<file path="src/rtl/instr_fetch_ctrl_if.sv">
// Instruction-memory fetch bus between the fetch controller (master)
// and the I-memory (slave). The request holds its address until acked.
interface instr_fetch_ctrl_if #(
    parameter int WORD_LENGTH = 32
);
    logic                   imemReq;
    logic [WORD_LENGTH-1:0] imemSeg;
    logic [WORD_LENGTH-1:0] imemOfs;
    logic                   imemAck;
    logic [WORD_LENGTH-1:0] imemData;
    logic                   imemErr;

    modport master (
        output imemReq, imemSeg, imemOfs,
        input  imemAck, imemData, imemErr
    );

    modport slave (
        input  imemReq, imemSeg, imemOfs,
        output imemAck, imemData, imemErr
    );
endinterface

</file>
<file path="src/rtl/instr_fetch_ctrl.sv">
// Instruction fetch sequencer: owns the fetch PC (segment/offset), runs the
// I-memory req/ack handshake, buffers one instruction for decode and turns
// redirects, bus errors, timeouts and misaligned targets into fetch traps.
//
// state | meaning
// IDLE  | one settling cycle after reset release
// FETCH | issuing requests at the PC whenever the output buffer is free
// DRAIN | waiting out a request abandoned by redirect; its data is dropped
// TRAP  | fetch fault pending; only a redirect leaves
module instr_fetch_ctrl #(
    parameter int                     WORD_LENGTH = 32,
    parameter logic [WORD_LENGTH-1:0] RESET_SEG   = '0,
    parameter logic [WORD_LENGTH-1:0] RESET_OFS   = '0,
    parameter int                     WAIT_LIMIT  = 255
) (
    input  logic                   clk,
    input  logic                   rst,
    input  logic                   stall,
    input  logic                   redirect,
    input  logic [WORD_LENGTH-1:0] redirectSeg,
    input  logic [WORD_LENGTH-1:0] redirectOfs,
    instr_fetch_ctrl_if.master     imem,
    output logic                   instrValid,
    output logic [WORD_LENGTH-1:0] instr,
    output logic [WORD_LENGTH-1:0] outPstate0,
    output logic [WORD_LENGTH-1:0] outPstate1,
    output logic                   fetchTrap,
    output logic [1:0]             trapCode
);

    typedef enum logic [1:0] {
        S_IDLE  = 2'd0,
        S_FETCH = 2'd1,
        S_DRAIN = 2'd2,
        S_TRAP  = 2'd3
    } state_t;

    localparam logic [1:0] TRAP_NONE     = 2'b00;
    localparam logic [1:0] TRAP_BUS_ERR  = 2'b01;
    localparam logic [1:0] TRAP_TIMEOUT  = 2'b10;
    localparam logic [1:0] TRAP_MISALIGN = 2'b11;

    // The trap is taken on the last unacked cycle, so the request is seen
    // for exactly WAIT_LIMIT cycles before it drops.
    localparam logic [7:0]             WAIT_LAST = 8'(WAIT_LIMIT - 1);
    localparam logic [WORD_LENGTH-1:0] OFS_STEP  = WORD_LENGTH'(4);

    state_t                 state_q, state_d;
    logic [WORD_LENGTH-1:0] pc_seg_q, pc_seg_d;
    logic [WORD_LENGTH-1:0] pc_ofs_q, pc_ofs_d;
    logic [WORD_LENGTH-1:0] tgt_seg_q, tgt_seg_d;
    logic [WORD_LENGTH-1:0] tgt_ofs_q, tgt_ofs_d;
    logic [WORD_LENGTH-1:0] instr_q, instr_d;
    logic [WORD_LENGTH-1:0] out_seg_q, out_seg_d;
    logic [WORD_LENGTH-1:0] out_ofs_q, out_ofs_d;
    logic                   valid_q, valid_d;
    logic [1:0]             trap_code_q, trap_code_d;
    logic [7:0]             wait_cnt_q, wait_cnt_d;

    logic                   req;
    logic                   buf_free;
    logic                   misaligned;

    // State and datapath registers.
    always_ff @(posedge clk or negedge rst) begin
        if (!rst) begin
            state_q     <= S_IDLE;
            pc_seg_q    <= RESET_SEG;
            pc_ofs_q    <= RESET_OFS;
            tgt_seg_q   <= '0;
            tgt_ofs_q   <= '0;
            instr_q     <= '0;
            out_seg_q   <= '0;
            out_ofs_q   <= '0;
            valid_q     <= 1'b0;
            trap_code_q <= TRAP_NONE;
            wait_cnt_q  <= '0;
        end else begin
            state_q     <= state_d;
            pc_seg_q    <= pc_seg_d;
            pc_ofs_q    <= pc_ofs_d;
            tgt_seg_q   <= tgt_seg_d;
            tgt_ofs_q   <= tgt_ofs_d;
            instr_q     <= instr_d;
            out_seg_q   <= out_seg_d;
            out_ofs_q   <= out_ofs_d;
            valid_q     <= valid_d;
            trap_code_q <= trap_code_d;
            wait_cnt_q  <= wait_cnt_d;
        end
    end

    // Next-state, request and buffer logic; redirect overrides everything.
    always_comb begin
        state_d     = state_q;
        pc_seg_d    = pc_seg_q;
        pc_ofs_d    = pc_ofs_q;
        tgt_seg_d   = tgt_seg_q;
        tgt_ofs_d   = tgt_ofs_q;
        instr_d     = instr_q;
        out_seg_d   = out_seg_q;
        out_ofs_d   = out_ofs_q;
        valid_d     = valid_q;
        trap_code_d = trap_code_q;
        wait_cnt_d  = wait_cnt_q;
        req         = 1'b0;
        // Free when empty or being consumed by decode this cycle.
        buf_free    = !valid_q || !stall;
        misaligned  = (redirectOfs[1:0] != 2'b00);

        unique case (state_q)
            S_IDLE: begin
                state_d    = S_FETCH;
                wait_cnt_d = '0;
            end
            S_FETCH: begin
                req = buf_free;
                if (req) begin
                    if (imem.imemAck) begin
                        wait_cnt_d = '0;
                        if (imem.imemErr) begin
                            state_d     = S_TRAP;
                            trap_code_d = TRAP_BUS_ERR;
                            valid_d     = 1'b0;
                        end else begin
                            instr_d   = imem.imemData;
                            out_seg_d = pc_seg_q;
                            out_ofs_d = pc_ofs_q;
                            valid_d   = 1'b1;
                            pc_ofs_d  = pc_ofs_q + OFS_STEP;
                        end
                    end else begin
                        // Any buffered instruction is being consumed now.
                        valid_d = 1'b0;
                        if (wait_cnt_q == WAIT_LAST) begin
                            state_d     = S_TRAP;
                            trap_code_d = TRAP_TIMEOUT;
                            wait_cnt_d  = '0;
                        end else begin
                            wait_cnt_d = wait_cnt_q + 8'd1;
                        end
                    end
                end
            end
            S_DRAIN: begin
                req = 1'b1;
                if (imem.imemAck) begin
                    state_d    = S_FETCH;
                    pc_seg_d   = tgt_seg_q;
                    pc_ofs_d   = tgt_ofs_q;
                    wait_cnt_d = '0;
                end else if (wait_cnt_q == WAIT_LAST) begin
                    state_d     = S_TRAP;
                    trap_code_d = TRAP_TIMEOUT;
                    wait_cnt_d  = '0;
                end else begin
                    wait_cnt_d = wait_cnt_q + 8'd1;
                end
            end
            S_TRAP: begin
                valid_d = 1'b0;
            end
            default: begin
                state_d = S_IDLE;
            end
        endcase

        if (redirect) begin
            valid_d    = 1'b0;
            instr_d    = instr_q;
            out_seg_d  = out_seg_q;
            out_ofs_d  = out_ofs_q;
            wait_cnt_d = '0;
            if (misaligned) begin
                state_d     = S_TRAP;
                trap_code_d = TRAP_MISALIGN;
                pc_seg_d    = pc_seg_q;
                pc_ofs_d    = pc_ofs_q;
            end else if (req && !imem.imemAck) begin
                // Old request must complete on the bus before the new one.
                state_d     = S_DRAIN;
                trap_code_d = TRAP_NONE;
                pc_seg_d    = pc_seg_q;
                pc_ofs_d    = pc_ofs_q;
                tgt_seg_d   = redirectSeg;
                tgt_ofs_d   = redirectOfs;
            end else begin
                state_d     = S_FETCH;
                trap_code_d = TRAP_NONE;
                pc_seg_d    = redirectSeg;
                pc_ofs_d    = redirectOfs;
            end
        end
    end

    assign imem.imemReq = req;
    assign imem.imemSeg = pc_seg_q;
    assign imem.imemOfs = pc_ofs_q;

    assign instrValid = valid_q;
    assign instr      = instr_q;
    assign outPstate0 = out_seg_q;
    assign outPstate1 = out_ofs_q;
    assign fetchTrap  = (state_q == S_TRAP);
    assign trapCode   = trap_code_q;

endmodule
</file>
<file path="src/flat_wrapper.sv">
// flat-port wrapper written by rule: the top's interface ports become plain ports
module instr_fetch_ctrl_flat 
#(
    parameter int                     WORD_LENGTH = 32,
    parameter logic [WORD_LENGTH-1:0] RESET_SEG   = '0,
    parameter logic [WORD_LENGTH-1:0] RESET_OFS   = '0,
    parameter int                     WAIT_LIMIT  = 255
)
  (clk, rst, stall, redirect, redirectSeg, redirectOfs, instrValid, instr, outPstate0, outPstate1, fetchTrap, trapCode, imem_imemReq, imem_imemSeg, imem_imemOfs, imem_imemAck, imem_imemData, imem_imemErr);
  instr_fetch_ctrl_if #(.WORD_LENGTH(WORD_LENGTH)) imem_i ();
  input  logic clk;
  input  logic rst;
  input  logic stall;
  input  logic redirect;
  input  logic [WORD_LENGTH-1:0] redirectSeg;
  input  logic [WORD_LENGTH-1:0] redirectOfs;
  output logic instrValid;
  output logic [WORD_LENGTH-1:0] instr;
  output logic [WORD_LENGTH-1:0] outPstate0;
  output logic [WORD_LENGTH-1:0] outPstate1;
  output logic fetchTrap;
  output logic [1:0] trapCode;
  output wire logic [$bits(imem_i.imemReq)-1:0] imem_imemReq;
  output wire logic [$bits(imem_i.imemSeg)-1:0] imem_imemSeg;
  output wire logic [$bits(imem_i.imemOfs)-1:0] imem_imemOfs;
  input wire logic [$bits(imem_i.imemAck)-1:0] imem_imemAck;
  input wire logic [$bits(imem_i.imemData)-1:0] imem_imemData;
  input wire logic [$bits(imem_i.imemErr)-1:0] imem_imemErr;
  assign imem_imemReq = imem_i.imemReq;
  assign imem_imemSeg = imem_i.imemSeg;
  assign imem_imemOfs = imem_i.imemOfs;
  assign imem_i.imemAck = imem_imemAck;
  assign imem_i.imemData = imem_imemData;
  assign imem_i.imemErr = imem_imemErr;
  instr_fetch_ctrl #(.WORD_LENGTH(WORD_LENGTH), .RESET_SEG(RESET_SEG), .RESET_OFS(RESET_OFS), .WAIT_LIMIT(WAIT_LIMIT)) u_core (.clk(clk), .rst(rst), .stall(stall), .redirect(redirect), .redirectSeg(redirectSeg), .redirectOfs(redirectOfs), .imem(imem_i), .instrValid(instrValid), .instr(instr), .outPstate0(outPstate0), .outPstate1(outPstate1), .fetchTrap(fetchTrap), .trapCode(trapCode));
endmodule
</file>
<file path="config.mk">
export PLATFORM = sky130hd
export DESIGN_NAME = instr_fetch_ctrl_flat
export DESIGN_NICKNAME = d
export VERILOG_FILES = /design/src/rtl/instr_fetch_ctrl_if.sv /design/src/rtl/instr_fetch_ctrl.sv /design/src/flat_wrapper.sv
export SDC_FILE = /design/constraint.sdc
export NUM_CORES = 1
export LEC_CHECK = 0
export CAP_MARGIN = 40
export CELL_PAD_IN_SITES_DETAIL_PLACEMENT = 1
export CELL_PAD_IN_SITES_GLOBAL_PLACEMENT = 2
export CORE_ASPECT_RATIO = 0.6
export CORE_MARGIN = 2
export CORE_UTILIZATION = 35
export DETAILED_ROUTE_END_ITERATION = 10
export PLACE_DENSITY_LB_ADDON = 0.1
export SLEW_MARGIN = 20
export SYNTH_ARGS = -nofsm -noshare
export SYNTH_HDL_FRONTEND = slang
export SYNTH_SLANG_ARGS = --single-unit
export TNS_END_PERCENT = 50
</file>
<file path="constraint.sdc">
create_clock -name clk -period 3.6 [get_ports clk]
set_clock_uncertainty 0.2 [all_clocks]
set_input_delay 0.54 -clock clk [delete_from_list [all_inputs] [get_ports clk]]
set_output_delay 0.54 -clock clk [all_outputs]
set_load 0.03 [all_outputs]
</file>
==> results of run 1 <==
sequential cells by signal, indices dropped and copies added, names as in the netlist:
register             count
u_core.imem.imemSeg     32
u_core.state_q           2
u_core.outPstate1       32
u_core.instrValid        1
u_core.tgt_seg_q        32
u_core.imem.imemOfs     32
u_core.trapCode          2
u_core.wait_cnt_q        8
u_core.instr            32
u_core.outPstate0       32
u_core.tgt_ofs_q        32
path summary, 6_finish.rpt:
kind / startpoint / endpoint / slack [ns] / cells past startpoint
max in group asynchronous: rst / u_core.outPstate0[19] / 1.90 / 3
setup reg to reg: u_core.state_q[1] / u_core.imem.imemOfs[20] / 0.82 / 8
hold reg to reg: u_core.outPstate1[29] / u_core.outPstate1[29] / 0.28 / 2
min in group asynchronous: rst / u_core.wait_cnt_q[5] / 0.35 / 2
hold / removal: redirect / u_core.instrValid / 0.12 / 2
setup / recovery: u_core.state_q[1] / imem_imemReq / 0.40 / 5
cell usage after synthesis (all sizes together), types with 2 or more instances:
master and n:
nor3 5, xor2 3, a22o 5, inv 13
a22oi 19, dfrtp 237, a222oi 2, and4 3
nor2b 5, and2 4, or4 2, nor4 4
nor2 40, or3 4, buf 26, o21ai 71
nand2 32, a21o 3, o31a 10, ha 8
nand3 15, mux2i 2, nand3b 2, nand2b 3
nor3b 2, o21a 3, o22ai 5, nand4 15
clkbuf 25, a31oi 11, o31ai 5, and3 6
mux2 216, a21oi 23, a221oi 4
layout make-up:
type	instances	area [um2]	share of cell area, %
Clock inverter	8	50.05	0.3412
Multi-Input combinational cell	547	4479	30.54
Tap cell	408	510.5	3.481
Inverter	13	48.80	0.3327
Clock buffer	36	726.9	4.956
Sequential cell	237	5931	40.44
Timing Repair Buffer	288	2920	19.91
worst max-delay path: cells and delay by family (launching register included):
kind	cells	cell delay (ns)
AOI/OAI and AO/OA	2	0.56
buffers and inverters	2	0.79
DFF	1	0.43
adders and majority gates	1	0.17
per-stage QoR:
| step | instances | instance area, um2 | hold WS [ns] | worst slack [ns] |
|---|---|---|---|---|
| floorplan | 848 | 10650 | 0.04441 | 1.277 |
| global placement | 1492 | 13880 | 0.2656 | 0.5903 |
| detailed placement | 1492 | 13880 | 0.2711 | 0.5176 |
| CTS | 1537 | 14670 | 0.09860 | 0.3466 |
| global route | 1537 | 14670 | 0.1253 | 0.2063 |
| finish | 1537 | 14670 | 0.1231 | 0.3974 |
routing by layer:
layer	vias to the layer above	routed length, um	GRT usage (%)
met4	0	655	4.477
met5	-	0	0
met1	3996	15530	29.45
met3	41	1282	3.742
met2	162	14030	30.69
li1	3645	-	-
cells by family (layout without fill, tap and decap cells):
group | Yosys count | count (layout) | synth area share, %
compound gates | 172 | 172 | 10.32
xor+xnor | 4 | 4 | 0.3290
fa+ha+maj | 8 | 8 | 0.9399
buf+inv | 64 | 345 | 2.549
flops | 237 | 237 | 55.69
mux | 218 | 218 | 23.03
simple gates | 145 | 145 | 7.155
power breakdown:
part	internal [W]	leakage [nW]	switching (W)
Combinational	0.00271	2.87	0.00322
Clock	0.00140	0.385	0.00109
Sequential	0.00383	2.97	0.000952
layout by cell type, fill, tap and decap left out, types with 6 or more instances in the layout:
| cell | instances |
|---|---|
| dfrtp_1 | 237 |
| o21ai_0 | 70 |
| inv_1 | 13 |
| nand4_1 | 13 |
| mux2_2 | 216 |
| ha_1 | 8 |
| and3_1 | 6 |
| a31oi_1 | 11 |
| clkbuf_8 | 6 |
| a22oi_1 | 19 |
| buf_12 | 7 |
| nand2_1 | 31 |
| o31a_1 | 9 |
| a21oi_1 | 22 |
| nor2_1 | 39 |
| clkdlybuf4s50_1 | 264 |
| nand3_1 | 15 |
| clkbuf_16 | 25 |
| buf_4 | 15 |
==> out/metrics.cfg, run 1 <==
[status]
status = complete, no violations

[grt]
grt_pass1_wl_mm = 50.79
grt_usage_pct = 20.03
grt_pass1_vias = 8450
grt_overflow_total = 0
antenna_found_initial = 0
grt_max_degree = 91

[cts]
cts_hold_buffers = 1
cts_tree = built
cts.repair.resized = 0
ctsHtreeMaxLevel = 1
cts_setup_buffers = 0
cts_made_buffers = 25
clk_latency_ns = 0.52
cts.sinks = 237
cts-root-buf = clkbuf_16
clk_pin_slew_ns = 0.06
clock_path_buffers = 3

[die]
die-area_mm2 = 0.03189
rows = 49
io_pins = 267
start_util_pct = 35.60
die_h_um = 139.1
design.core.area_mm2 = 0.02992
die_w_um = 229.2

[yosys]
synthCells = 848
netlist_area_mm2 = 0.01065
syn_nets = 958
yosys_warnings = 0
synth_area_leaders = dfrtp_1 56%, mux2_2 23%, o21ai_0 3.3%
synth-async-reset-ratio_pct = 100.0
synth.avg_cell_area_um2 = 12.56
yosysSeqAreaShare_pct = 55.69
netlist.area_leader.share_pct = 55.69
synth_ff_type = dfrtp_1
synth_top_area_cell = dfrtp_1
synth.distinct_cells = 58
synth_seq_cells = 237
synth_edf_count = 0

[routing]
routed_via_density = 5.103
vias = 7844
ant_nets = 0
wl_per_cell_um = 20.49
firstDrtPassIters = 5
drc = 0
drt_iter0_drc = 451
finalWirelength_mm = 31.50

[place]
hpwl_mm = 22.25
port_buffers = 266
gp_congestion = 0.7781

[layout]
fin_util_pct = 49.02
final_nets = 1222
fillers = 3115
layout-drive-gt1-share_pct = 25.69
syn_to_final_growth_pct = 37.71
diodes = 0

[sta]
setup_viol = 0
hold_viol = 0
timing.setup.tns_ns = 0
max-slew-margin-rel_pct = 54.99
final_max_slew_viol_count = 0
rsz0062_at_grt = no
tightest_slew_ns = 0.6689
finalCritPeriodShare_pct = 88.96
fmaxAchievable_ghz = 0.3123
finalCriticalPeriod_ns = 3.203

[worst_setup_path]
cp_data_required_time_ns = 2.86
cpPeakStageDelay_ns = 0.67
critical_path_class = reg -> out
cp_max_fo = 7
path_cells = inv_1, ha_1, a21boi_2, o21a_1, clkdlybuf4s50_1
crit_path_start_kind = flip-flop
critical_path_arrival_ns = 2.46
cp_slowest_cell = clkdlybuf4s50_1
critPathCaptureType = output pin

[pwr]
p_per_area_mw_per_mm2 = 899.0
cellLeakagePower_nw = 6.223
total_power_w = 0.01319
ir_drop_mv = 0.5694

[flow_run]
max-cap-violations = 0

[min_path]
hold_class = in -> reg

No activity file was read; power rests on OpenSTA's default activity.
==> inputs of run 2 (changes only) <==
GPL_ROUTABILITY_DRIVEN = 0   (was default)
==> results of run 2 <==
Same layout as run 1: the final DEF is identical, and so are final timing and power.
==> inputs of run 3 (changes only) <==
MAX_ROUTING_LAYER = met4   (was default)
==> out/metrics.cfg, run 3 (synthesis results as in run 1) <==
[routing]
ant_nets = 0  ; unchanged
vias = 7820  ; was 7844
firstDrtPassIters = 4  ; was 5
finalWirelength_mm = 31.49  ; was 31.50 mm
routed_via_density = 5.088  ; was 5.103
drc = 0  ; unchanged
wl_per_cell_um = 20.49  ; about the same
drt_iter0_drc = 447  ; was 451

[pwr]
cellLeakagePower_nw = 6.223  ; unchanged
ir_drop_mv = 0.5694  ; about the same
p_per_area_mw_per_mm2 = 899.2  ; was 899.0 mW/mm2

[sta]
final_max_slew_viol_count = 0  ; unchanged
rsz0062_at_grt = no  ; unchanged
finalCriticalPeriod_ns = 3.202  ; was 3.203 ns
hold_viol = 0  ; unchanged
worst_hold_slack_ns = 0.1215  ; was 0.1231 ns
tightest_slew_ns = 0.6724  ; was 0.6689 ns
max-slew-margin-rel_pct = 54.76  ; was 54.99%
timing.setup.tns_ns = 0  ; unchanged
setup_viol = 0  ; unchanged
finalCritPeriodShare_pct = 88.94  ; was 88.96%
fmaxAchievable_ghz = 0.3123  ; about the same

[cts]
cts.repair.resized = 0  ; unchanged
cts_hold_buffers = 1  ; unchanged
cts-root-buf = clkbuf_16  ; unchanged
cts_tree = built  ; unchanged
clk_latency_ns = 0.52  ; about the same
cts_made_buffers = 25  ; unchanged
clock_path_buffers = 3  ; unchanged
ctsHtreeMaxLevel = 1  ; unchanged
cts_setup_buffers = 0  ; unchanged
cts.sinks = 237  ; unchanged
clk_pin_slew_ns = 0.06  ; about the same

[die]
io_pins = 267  ; unchanged
rows = 49  ; unchanged
die_h_um = 139.1  ; unchanged
die-area_mm2 = 0.03189  ; unchanged
start_util_pct = 35.60  ; unchanged
die_w_um = 229.2  ; unchanged
design.core.area_mm2 = 0.02992  ; unchanged

[grt]
grt_max_degree = 91  ; unchanged
grt_pass1_vias = 8456  ; was 8450
grt_usage_pct = 20.63  ; was 20.03%
grt_overflow_total = 0  ; unchanged
grt_pass1_wl_mm = 50.72  ; was 50.79 mm
antenna_found_initial = 0  ; unchanged

[place]
port_buffers = 266  ; unchanged
hpwl_mm = 22.25  ; unchanged

[worst_setup_path]
critPathCaptureType = output pin  ; unchanged
critical_path_arrival_ns = 2.46  ; about the same
crit_path_start_kind = flip-flop  ; unchanged
cp_slowest_cell = clkdlybuf4s50_1  ; unchanged
reg2reg_depth = 8  ; unchanged
rr_endpoint = u_core.imem.imemOfs[20]  ; unchanged
cpPeakStageDelay_ns = 0.67  ; about the same
reg2reg_from = u_core.state_q[1]  ; unchanged
reg2reg_slack_ns = 0.84  ; was 0.82 ns
path_cells = inv_1, ha_1, a21boi_2, o21a_1, clkdlybuf4s50_1  ; unchanged
cp_max_fo = 7  ; unchanged
critical_path.startpoint = u_core.state_q[1]  ; unchanged
critical_path_class = reg -> out  ; unchanged
cp_data_required_time_ns = 2.86  ; about the same

[status]
status = complete, no violations  ; unchanged

[layout]
diodes = 0  ; unchanged
ff_latch_area_mm2 = 0.005931  ; unchanged
multi_input_area_mm2 = 0.004479  ; unchanged
final_nets = 1222  ; unchanged
fillers = 3115  ; unchanged
layout_common_cells = 264 x clkdlybuf4s50_1, 237 x dfrtp_1, 216 x mux2_2  ; unchanged
final_common_cell = clkdlybuf4s50_1  ; unchanged
syn_to_final_growth_pct = 37.71  ; unchanged
layout-drive-gt1-share_pct = 25.69  ; unchanged

[flow_run]
max-cap-violations = 0  ; unchanged

[min_path]
hold_class = in -> reg  ; unchanged
hold_depth = 2  ; unchanged
hp-start = redirect  ; unchanged
hold_end = u_core.instrValid  ; unchanged

## run 3: cell counts in the layout (fill, tap and decap cells not counted)
No cell type changed its count.
## run 3: area by class of cell
type	instances	share of cell area (%)
multi-input cells	547	30.54
well taps	408	3.481
flip-flops and latches	237	40.44
clock buffers	36	4.956
clock inverters	8	0.3412
inverters	13	0.3327
repair buffers	288	19.91
## run 3: per-stage QoR
stage | utilization, % | power [W] | setup WS [ns] | instances | instance area (um2)
global route | 49.02 | 0.01393 | 0.2063 | 1537 | 14670
CTS | 49.02 | 0.01337 | 0.3466 | 1537 | 14670
detailed placement | 46.39 | 0.01080 | 0.5176 | 1492 | 13880
global placement | 46.39 | 0.01067 | 0.5903 | 1492 | 13880
finish | 49.02 | 0.01319 | 0.3983 | 1537 | 14670
floorplan | - | 0.008032 | 1.277 | 848 | 10650
## run 3: worst max-delay path by stage
stage / end / slack [ns] / cells after the start
detailed placement: u_core.imem.imemOfs[20] / 0.52 / 6
CTS: imem_imemReq / 0.35 / 5
global placement: u_core.imem.imemOfs[20] / 0.59 / 6
global route: imem_imemReq / 0.21 / 5
finish: imem_imemReq / 0.40 / 5
floorplan: u_core.imem.imemOfs[25] / 1.28 / 6
## run 3: layer usage
metal,wire length [um],up-vias,global-route usage [%],share of wire [%]
met4,653,0,4.477,2.1
li1,-,3645,-,-
met5,0,-,-,0
met3,1240,41,3.721,3.9
met1,15560,3976,29.30,49
met2,14040,158,30.80,45
## run 3: critical path, delay by kind of cell (launching register included)
kind	cells	cell delay, ns
buf+inv	2	0.79
flops	1	0.42
compound gates	2	0.56
fa+ha+maj	1	0.17
## run 3: report_power, final
group | total [W] | switching [W] | internal [W]
combinational | 0.00592 | 0.00321 | 0.00271
sequential | 0.00478 | 0.000956 | 0.00383
clock | 0.00249 | 0.00108 | 0.00140
total | 0.0132 | 0.00526 | 0.00793
